`src/rtl/register_file_bank.sv`:
```
// Multi-port register file: two combinational read ports, ALU and load write ports,
// and a per-register pending-load scoreboard with a registered write-after-write hazard pulse.
module register_file_bank #(
  parameter int DATA_W   = 8,
  parameter int NUM_REGS = 4,
  parameter int ADDR_W   = 2,
  parameter bit ZERO_REG = 1'b0,
  parameter bit BYPASS   = 1'b1
) (
  input  logic              Clock,
  input  logic              Reset,
  input  logic              Clear,
  input  logic [ADDR_W-1:0] ReadA,
  input  logic [ADDR_W-1:0] ReadB,
  output logic [DATA_W-1:0] DataA,
  output logic [DATA_W-1:0] DataB,
  output logic              BusyA,
  output logic              BusyB,
  input  logic              RegWrite,
  input  logic [ADDR_W-1:0] WriteReg,
  input  logic [DATA_W-1:0] WriteData,
  input  logic              LoadIssue,
  input  logic [ADDR_W-1:0] LoadIssueReg,
  input  logic              LoadWrite,
  input  logic [ADDR_W-1:0] LoadReg,
  input  logic [DATA_W-1:0] LoadData,
  output logic              Hazard
);

  logic [DATA_W-1:0]   rf [NUM_REGS];
  logic [NUM_REGS-1:0] pending;
  logic                hazard_p1;

  logic ld_en;
  logic alu_en;
  logic iss_en;
  logic alu_req;
  logic pend_wr;
  logic hazard_d;

  // An address names real storage only if it is in range and not the hardwired zero register.
  function automatic logic addr_ok(input logic [ADDR_W-1:0] a);
    addr_ok = (32'(a) < 32'(NUM_REGS)) && !(ZERO_REG && (a == '0));
  endfunction

  // Returns {busy, data} for one read port; busy always reflects pre-edge state.
  function automatic logic [DATA_W:0] read_port(input logic [ADDR_W-1:0] a);
    logic [DATA_W-1:0] d;
    logic              b;
    d = '0;
    b = 1'b0;
    if (addr_ok(a)) begin
      for (int i = 0; i < NUM_REGS; i++) begin
        if (a == ADDR_W'(i)) begin
          d = rf[i];
          b = pending[i];
        end
      end
    end
    if (BYPASS && Reset && !Clear) begin
      if (ld_en && (LoadReg == a)) begin
        d = LoadData;
      end else if (alu_en && (WriteReg == a)) begin
        d = WriteData;
      end
    end
    read_port = {b, d};
  endfunction

  // ---- write-port decode (pre-edge) ----
  assign ld_en   = LoadWrite && addr_ok(LoadReg);
  assign alu_req = RegWrite && addr_ok(WriteReg);
  // A load completion to the same register wins; the ALU write is discarded.
  assign alu_en  = alu_req && !(ld_en && (LoadReg == WriteReg));
  assign iss_en  = LoadIssue && addr_ok(LoadIssueReg);

  always_comb begin
    pend_wr = 1'b0;
    for (int i = 0; i < NUM_REGS; i++) begin
      if (WriteReg == ADDR_W'(i)) begin
        pend_wr = pending[i];
      end
    end
  end

  // Hazard looks at the ALU request, not alu_en: a same-cycle load completion does not mask it.
  assign hazard_d = alu_req && pend_wr;

  // ---- state update at posedge (p1) ----
  always_ff @(posedge Clock or negedge Reset) begin
    if (!Reset) begin
      for (int i = 0; i < NUM_REGS; i++) begin
        rf[i] <= '0;
      end
    end else if (Clear) begin
      for (int i = 0; i < NUM_REGS; i++) begin
        rf[i] <= '0;
      end
    end else begin
      for (int i = 0; i < NUM_REGS; i++) begin
        if (ld_en && (LoadReg == ADDR_W'(i))) begin
          rf[i] <= LoadData;
        end else if (alu_en && (WriteReg == ADDR_W'(i))) begin
          rf[i] <= WriteData;
        end
      end
    end
  end

  always_ff @(posedge Clock or negedge Reset) begin
    if (!Reset) begin
      pending   <= '0;
      hazard_p1 <= 1'b0;
    end else if (Clear) begin
      pending   <= '0;
      hazard_p1 <= 1'b0;
    end else begin
      hazard_p1 <= hazard_d;
      // A new issue to the register being completed keeps it outstanding.
      for (int i = 0; i < NUM_REGS; i++) begin
        if (iss_en && (LoadIssueReg == ADDR_W'(i))) begin
          pending[i] <= 1'b1;
        end else if (ld_en && (LoadReg == ADDR_W'(i))) begin
          pending[i] <= 1'b0;
        end
      end
    end
  end

  // ---- read ports (combinational) ----
  always_comb begin
    logic [DATA_W:0] pa;
    logic [DATA_W:0] pb;
    pa    = read_port(ReadA);
    pb    = read_port(ReadB);
    DataA = pa[DATA_W-1:0];
    BusyA = pa[DATA_W];
    DataB = pb[DATA_W-1:0];
    BusyB = pb[DATA_W];
  end

  assign Hazard = hazard_p1;

endmodule

```
`config.mk`:
```
export PLATFORM = sky130hd
export DESIGN_NAME = register_file_bank
export DESIGN_NICKNAME = d
export VERILOG_FILES = /design/src/rtl/register_file_bank.sv
export SDC_FILE = /design/constraint.sdc
export NUM_CORES = 1
export LEC_CHECK = 0
export CORE_ASPECT_RATIO = 1.25
export CORE_MARGIN = 2
export CORE_UTILIZATION = 53
export CTS_CLUSTER_SIZE = 40
export DETAILED_ROUTE_END_ITERATION = 10
export GPL_ROUTABILITY_DRIVEN = 0
export PLACE_DENSITY = 0.83
export SYNTH_ARGS = -nofsm -noshare
export SYNTH_HDL_FRONTEND = slang
export SYNTH_SLANG_ARGS = --single-unit
```
`constraint.sdc`:
```
create_clock -name Clock -period 2.35 [get_ports Clock]
set_clock_uncertainty 0.15 [all_clocks]
set_input_delay 0.3525 -clock Clock [delete_from_list [all_inputs] [get_ports Clock]]
set_output_delay 0.3525 -clock Clock [all_outputs]
set_load 0.01 [all_outputs]
```
# Word level (Yosys, flattened, before mapping)
# Index checks and enable logic that the tools add are counted.
# classes
n_eq_ne	20
n_mux	45
n_reduce_logical	35
# op_table
op	count
two-way mux 8 bit	22
two-way mux 32 bit	1
nonzero test 3 bit	8
two-way mux 1 bit	21
== test 2 bit (second input constant)	10
logical AND 1 bit	20
== test 2 x 1 -> 1 bit (second input constant)	5
== test 2 bit	5
zero test 2 bit	5
two-way mux 4 bit	1
zero test 1 bit	2
# totals
reg_bits	37
out_inout_bits	19
wordCells	109

# Longest topological paths before layout
# Gate-level depths: netlist of run 1.
# depth
ltp_word	8
mapped_depth	7

# Worst setup path after synthesis of run 1
# No wires, ideal clock.
# synth_path
path_kind	input-to-output
from	input WriteReg[0]
to	output DataB[0]
arrival_ns	1.609
required_ns	1.847
slack_ns	0.239
path_stages	6
n_path_buf	2
cell_sequence	buf_4 xor2_1 a311o_1 or2_0 buf_2 o221a_1
# synth_via
elab_chain_cells	8
# synth_lines
item	line_no	rtl
start, declared	20	input logic [ADDR_W-1:0] WriteReg,
== test 2 bit	74	assign alu_en = alu_req && !(ld_en && (LoadReg == WriteReg));
logical AND 1 bit	74	
zero test 1 bit	74	
logical AND 1 bit	74	
logical AND 1 bit (*)	63	end else if (alu_en && (WriteReg == a)) begin
two-way mux 8 bit (*)	63	
two-way mux 8 bit (*)	61	if (ld_en && (LoadReg == a)) begin
two-way mux 8 bit (*)	60	if (BYPASS && Reset && !Clear) begin
end, declared	16	output logic [DATA_W-1:0] DataB,
# Mark *: on every way between the ends. The rest lies on a longest branch, timed or not.

# Worst setup path in the final report of run 1
# layout_path
from	input ReadB[0]
to	output DataB[2]
# layout_via
elab_chain_cells	8
# layout_lines
item	line_no	rtl
start, declared	14	input logic [ADDR_W-1:0] ReadB,
zero test 2 bit	54	if (a == ADDR_W'(i)) begin
two-way mux 8 bit (4 in a row)	54	
two-way mux 8 bit	63	
two-way mux 8 bit	61	
two-way mux 8 bit (*)	60	
# Marked as above.

==> out/metrics.cfg, run 1 <==
[floorplanning]
die_area_sq_um=6010
ios=51
core-area_sq_um=5150
die_w_microns=69.8
dieHeight_microns=86.2
initial_core_util_pct=55.6
rows=29

[layout]
seq_area_sq_um=926
antenna_cells=0
multiInputGateArea_sq_um=1740
final_cells=450
area_growth_pct=31.5
mostFrequentLayoutCells=52 x buf_4, 43 x nand2_1, 37 x dfrtp_1
final_common_cell=buf_4
fillers=389
fin_nets=419
drive_above_1_share_pct=31.4

[timing]
fmax_ghz=0.430
whs_ns=0.0479
tightest_slew_ns=0.465
finalHoldViolations=0
rsz0062_at_grt=no
maxSlewViolCount=0
relSlewSlack_pct=69.0
layout_min_cycle_time_ns=2.32
period_share_pct=98.9
fin_ws_ns=0.0258
finalSetupViolCount=0

[route]
wire_per_inst_microns=19.5
num_vias=2885
detail_route.first_pass.iterations=6
drc=0
via_per_inst=6.41
drtIter0Drc=212
wl_mm=8.78
ant_nets=0

[synth]
yosys_warnings=0
avgSynthCellArea_sq_um=9.45
synth-xor-area-share_pct=3.06
synth_top_family_by_area=compound AO/OA/AOI/OAI gates
synth_seq_cells=37
synthDistinctLibCells=37
synthAdderAreaFrac_pct=0
ys_top_cells_by_area=dfrtp_1 32%, mux4_2 14%, o31ai_1 8.4%
synth-simple-area-share_pct=15.0
synth_mux_area_share_pct=17.3
syn_area_sq_um=2860
synth_top_area_share_pct=32.3
yosys.area.top_type=dfrtp_1
syn_nets=335
synth-compound-area-share_pct=24.2
synth_cells=303
synth-seq-area-share_pct=32.3

[critical_path]
r2r_cells=4
critPathRequiredTime_ns=1.85
crit_fanout=7
worstSetupStartpointType=input port
cp.arrival_ns=1.82
setup.worst_path.end_class=output pin
r2r_start=pending[1]
worstSetupPathType=in2out
critPathLaunch=ReadB[0]

[cts]
path_clk_slew_ns=0.07
cts_tree=done
cts_buffers=5
cts_hold_buf=0
root_buffer=clkbuf_8
ctsHtreeMaxLevel=2
clk_latency_ns=0.30
clockBufferDepth=2
clock_sinks=37

[power]
power_density_nw_per_um2=511
p_switching_uw=580
ir_worst_vdd_mv=0.422
p_leak_uw=0.00162
clock_power_share_pct=30.3
sequentialPowerShare_pct=38.3
intPower_uw=1340
p_sw_share_pct=30.1
comb_power_share_pct=31.4

[min_path]
hold_class=in2async

[placement]
io_buffers=50
dp_cells=439
place_ws_ns=-0.759
hpwl_mm=6.20

[grt]
grt_start_max_net_pins=38
track_usage_pct=30.2
antenna_found_initial=0
grt_pass1_wl_mm=14.0
overflow=0
grt_pass1_vias=2946

[outcome]
outcome=complete, no violations

[job]
max_cap_violations=0

[per-layer routing]
metal	share of wire, %	routed length (microns)	GRT usage [%]	vias to the layer above
li1	-	-	-	1286
met1	36	3170	33.3	1350
met2	49	4290	51.7	194
met3	8.8	777	7.67	55
met4	6.2	540	19.8	0
met5	0	0	0	-
[cell families (layout without fill, tap and decap cells)]
family / Yosys count / after routing
AO/OA/AOI/OAI: 87 / 87
XOR/XNOR: 10 / 10
buffers and inverters: 47 / 132
flip-flops: 37 / 37
multiplexers: 27 / 27
AND/OR/NAND/NOR: 95 / 95
[stage by stage]
stage	instance area [sq um]	util [%]	setup TNS [ns]	power, uW
finish	3770	73.1	0	1920
global route	3770	73.1	0	2020
CTS	3760	72.9	-0.00243	1920
detailed placement	3660	71.0	-12.19	1360
global placement	3660	71.0	-11.34	1340
floorplan	2860	-	0	1070
[cell type report]
| type | instances | area share [%] |
|---|---|---|
| Clock buffer | 7 | 2.29 |
| Clock inverter | 1 | 0.797 |
| Inverter | 21 | 2.09 |
| Multi-Input combinational cell | 219 | 46.2 |
| Sequential cell | 37 | 24.6 |
| Tap cell | 62 | 2.06 |
| Timing Repair Buffer | 103 | 22.0 |
[Yosys cell counts]
| cell type | instances |
|---|---|
| buf_2 | 11 |
| and4_1 | 1 |
| o221a_1 | 7 |
| a311oi_4 | 3 |
| mux2i_1 | 9 |
| or2_2 | 7 |
| or2_0 | 1 |
| o21ai_1 | 1 |
| nand3_1 | 2 |
| mux4_2 | 18 |
| nand2_1 | 43 |
| o221ai_1 | 9 |
| clkbuf_1 | 6 |
| a31o_2 | 1 |
| buf_1 | 1 |
| a311o_1 | 1 |
| o22a_1 | 1 |
| and3b_1 | 2 |
| nor3b_1 | 1 |
| a311oi_2 | 1 |
| o31ai_1 | 32 |
| a41o_1 | 1 |
| o211ai_1 | 2 |
| nor3b_2 | 1 |
| buf_4 | 5 |
| nand4_1 | 2 |
| buf_6 | 3 |
| inv_1 | 21 |
| dfrtp_1 | 37 |
| xnor2_1 | 6 |
| a32oi_1 | 1 |
| a21oi_1 | 27 |
| nor2_1 | 30 |
| xor2_1 | 4 |
| nand3b_1 | 3 |
| and3_1 | 1 |
| nor2b_2 | 1 |
[power by group through the flow]
stage / registers (uW) / logic [uW] / clock network [uW]
after floorplan: 732 / 342 / 0
final: 737 / 604 / 584
after CTS: 734 / 594 / 588
after global routing: 743 / 648 / 625
after global placement: 741 / 603 / 0
after detailed placement: 747 / 617 / 0
[critical path, stage by stage]
cell and delay [ns]:
buf_4 0.14, xor2_1 0.14, a311o_1 0.37, or2_1 0.25, buf_6 0.15, o221a_1 0.27, buf_2 0.14
[final timing paths]
check	slack [ns]	endpoint
max	0.03	DataB[2]
min	0.05	rf[26]
max reg2reg	1.26	Hazard
min reg2reg	0.36	rf[4]
max in group asynchronous	1.68	rf[8]
min in group Clock	0.30	rf[1]
[sequential cells by signal, summed over array words and instances (netlist names)]
register,cells
Hazard,1
pending,4
rf,32
[repair_timing]
action | CTS | global route
buffers inserted | 1 | 2
pin swaps | 5 | 5
resized for setup | 90 | 18
setup endpoints to repair | 18 | 16
No activity file was read; power rests on OpenSTA's default activity.
==> run 2: changes to the inputs <==
--- a/config.mk
+++ b/config.mk
@@ -5,13 +5,16 @@
 export SDC_FILE = /design/constraint.sdc
 export NUM_CORES = 1
 export LEC_CHECK = 0
+export CELL_PAD_IN_SITES_DETAIL_PLACEMENT = 0
+export CELL_PAD_IN_SITES_GLOBAL_PLACEMENT = 2
 export CORE_ASPECT_RATIO = 1.25
 export CORE_MARGIN = 2
-export CORE_UTILIZATION = 53
+export CORE_UTILIZATION = 35
 export CTS_CLUSTER_SIZE = 40
 export DETAILED_ROUTE_END_ITERATION = 10
 export GPL_ROUTABILITY_DRIVEN = 0
-export PLACE_DENSITY = 0.83
+export GPL_TIMING_DRIVEN = 1
+export PLACE_DENSITY = 0.88
 export SYNTH_ARGS = -nofsm -noshare
 export SYNTH_HDL_FRONTEND = slang
 export SYNTH_SLANG_ARGS = --single-unit
==> constraint.sdc (replaced) <==
create_clock -name Clock -period 2.89 [get_ports Clock]
set_clock_uncertainty 0.15 [all_clocks]
set_input_delay 0.4335 -clock Clock [delete_from_list [all_inputs] [get_ports Clock]]
set_output_delay 0.4335 -clock Clock [all_outputs]
set_load 0.01 [all_outputs]
==> run 2 against run 1 <==
Effect of this change:
- count of clock-buffer cells in the layout fell by 1
- critical path depth did not move
- critical endpoint is now DataB[7]
- final cell count increased by 5.1%
- clock power shrank 15%
==> out/metrics.cfg, run 2 (synthesis gave the netlist of run 1 again) <==
[outcome]
outcome=complete, no violations

[cts]
clockBufferDepth=2  ; unchanged
cts_tree=done
cts_hold_buf=0  ; unchanged
cts_setup_buffers=0  ; -1
clock_sinks=37  ; unchanged
ctsHtreeMaxLevel=2  ; unchanged
path_clk_slew_ns=0.09  ; +0.02 ns
root_buffer=clkbuf_8
cts_buffers=5  ; unchanged
clk_latency_ns=0.29  ; about the same

[timing]
whs_ns=0.0146  ; -0.0333 ns
rsz0062_at_grt=no
period_share_pct=97.2
relSlewSlack_pct=65.0  ; -4.0 points
maxSlewViolCount=0  ; unchanged
layout_min_cycle_time_ns=2.81
fmax_ghz=0.356
tightest_slew_ns=0.524  ; +0.0597 ns
finalHoldViolations=0  ; unchanged
finalSetupViolCount=0  ; unchanged
fin_ws_ns=0.0817  ; +0.0559 ns

[route]
wire_per_inst_microns=19.4  ; -0.70%
ant_nets=0  ; unchanged
num_vias=2673  ; -7.3%
via_per_inst=5.65  ; -12%
detail_route.first_pass.iterations=4  ; -2
drtIter0Drc=192  ; -9.4%
highest_layer=met4
wl_met3_microns=457  ; -41%
drc=0  ; unchanged
wl_mm=9.16  ; +4.4%
met2_length_mm=4.73  ; +10%
met1_length_mm=3.82  ; +20%

[placement]
hpwl_mm=6.64  ; +7.0%
dp_cells=465  ; +5.9%
io_buffers=50  ; unchanged
place_ws_ns=-0.416  ; +0.343 ns

[critical_path]
worst_r2r_endpoint=Hazard
r2r_start=pending[1]
cp_slowest_stage_delay_ns=0.47  ; +0.10 ns
setup.worst_path.end_class=output pin
crit_fanout=5  ; -2
worstSetupStartpointType=input port
critPathRequiredTime_ns=2.31  ; +0.46 ns
cp.arrival_ns=2.22  ; +0.40 ns
crit_chain=clkdlybuf4s50_1 > nand3b_1 > a31o_2 > or2_1 > buf_4 > o221a_1 > dlygate4sd2_1
critPathLaunch=RegWrite
endpoint=DataB[7]
cpMaxStageDelayCell=clkdlybuf4s50_1
r2r_slack_ns=1.85  ; +0.59 ns
worstSetupPathType=in2out
r2r_cells=4  ; unchanged

[floorplanning]
initial_core_util_pct=36.3  ; -19 points
die_w_microns=84.9  ; +22%
die_area_sq_um=8930  ; +49%
rows=36  ; +24%
core-area_sq_um=7880  ; +53%
ios=51  ; unchanged
dieHeight_microns=105  ; +22%

[min_path]
hold_class=in2async

[power]
finalPower_uw=1580  ; -18%
ir_worst_vdd_mv=0.182  ; -57%
p_sw_share_pct=30.9  ; +0.71 points
p_leak_uw=0.00163  ; +0.69%
clock_power_share_pct=31.4  ; +1.1 points
power_density_nw_per_um2=415  ; -19%
comb_power_share_pct=30.7  ; -0.7 points
p_switching_uw=486  ; -16%
sequentialPowerShare_pct=37.9  ; -0.4 points
intPower_uw=1090  ; -19%

[layout]
fillers=794  ; +100%
multiInputGateArea_sq_um=1730  ; -0.50%
antenna_cells=0  ; unchanged
final_common_cell=nand2_1
seq_area_sq_um=926  ; unchanged
area_growth_pct=32.5
fin_nets=409  ; -2.4%
final_cells=473  ; +5.1%
utilization_pct=48.2  ; -25 points
largest_register_ffs=32  ; unchanged
top_register=rf
mostFrequentLayoutCells=43 x nand2_1, 41 x buf_4, 37 x dfrtp_1
drive_above_1_share_pct=23.5  ; -7.9 points

[grt]
overflow=0  ; unchanged
antenna_found_initial=0  ; unchanged
grt_start_max_net_pins=42  ; +11%
track_usage_pct=21.4  ; -8.8 points
grt_pass1_vias=2637  ; -10%
grt_pass1_wl_mm=14.6  ; +3.9%

[job]
max_cap_violations=0  ; unchanged

[run 2: worst min-delay path by stage]
stage	endpoint	startpoint	slack (ns)	depth (start not counted)
6_report	rf[3]	Reset	0.01	2
5_1_grt	pending[3]	Reset	0.02	2
4_1_cts	rf[3]	Reset	0.02	2
3_5_place_dp	rf[13]	rf[13]	0.33	2
3_3_place_gp	rf[6]	rf[6]	0.32	2
2_1_floorplan	Hazard	Reset	-0.01	0
[run 2: layout make-up]
| class | instances | area share, % |
|---|---|---|
| multi-input cells | 219 | 45.6 |
| flip-flops and latches | 37 | 24.4 |
| repair buffers | 93 | 21.6 |
| well taps | 95 | 3.13 |
| clock buffers | 6 | 2.18 |
| inverters | 21 | 2.08 |
| clock inverters | 2 | 0.989 |
[run 2: worst max-delay path, delay by kind of cell]
kind | cells | cell delay (ns)
and+or+nand+nor | 2 | 0.37
AOI/OAI and AO/OA | 2 | 0.49
buffers and inverters | 3 | 0.92
[run 2: metal layers]
layer  vias to the layer above  global-route usage [%]
met5                         -                       0
met4                         0                    6.69
met3                        12                    3.24
met2                        85                    36.0
met1                      1311                    28.2
li1                       1265                       -
[run 2: power groups by stage]
| stage | clock (uW) | sequential, uW | combinational [uW] |
|---|---|---|---|
| after floorplan | 0 | 595 | 278 |
| after global placement | 0 | 606 | 501 |
| after detailed placement | 0 | 608 | 507 |
| after CTS | 507 | 598 | 489 |
| after global routing | 529 | 605 | 526 |
| final | 495 | 598 | 483 |
[run 2: what timing repair did]
action                     CTS  global route
gates resized for setup     29             9
pin swaps                    1             1
setup endpoints to repair   16             9
[run 2: per-stage QoR]
step                area [sq um]  setup TNS (ns)
global route                3800               0
floorplan                   2860               0
finish                      3800               0
CTS                         3780               0
global placement            3660           -5.12
detailed placement          3660           -5.55
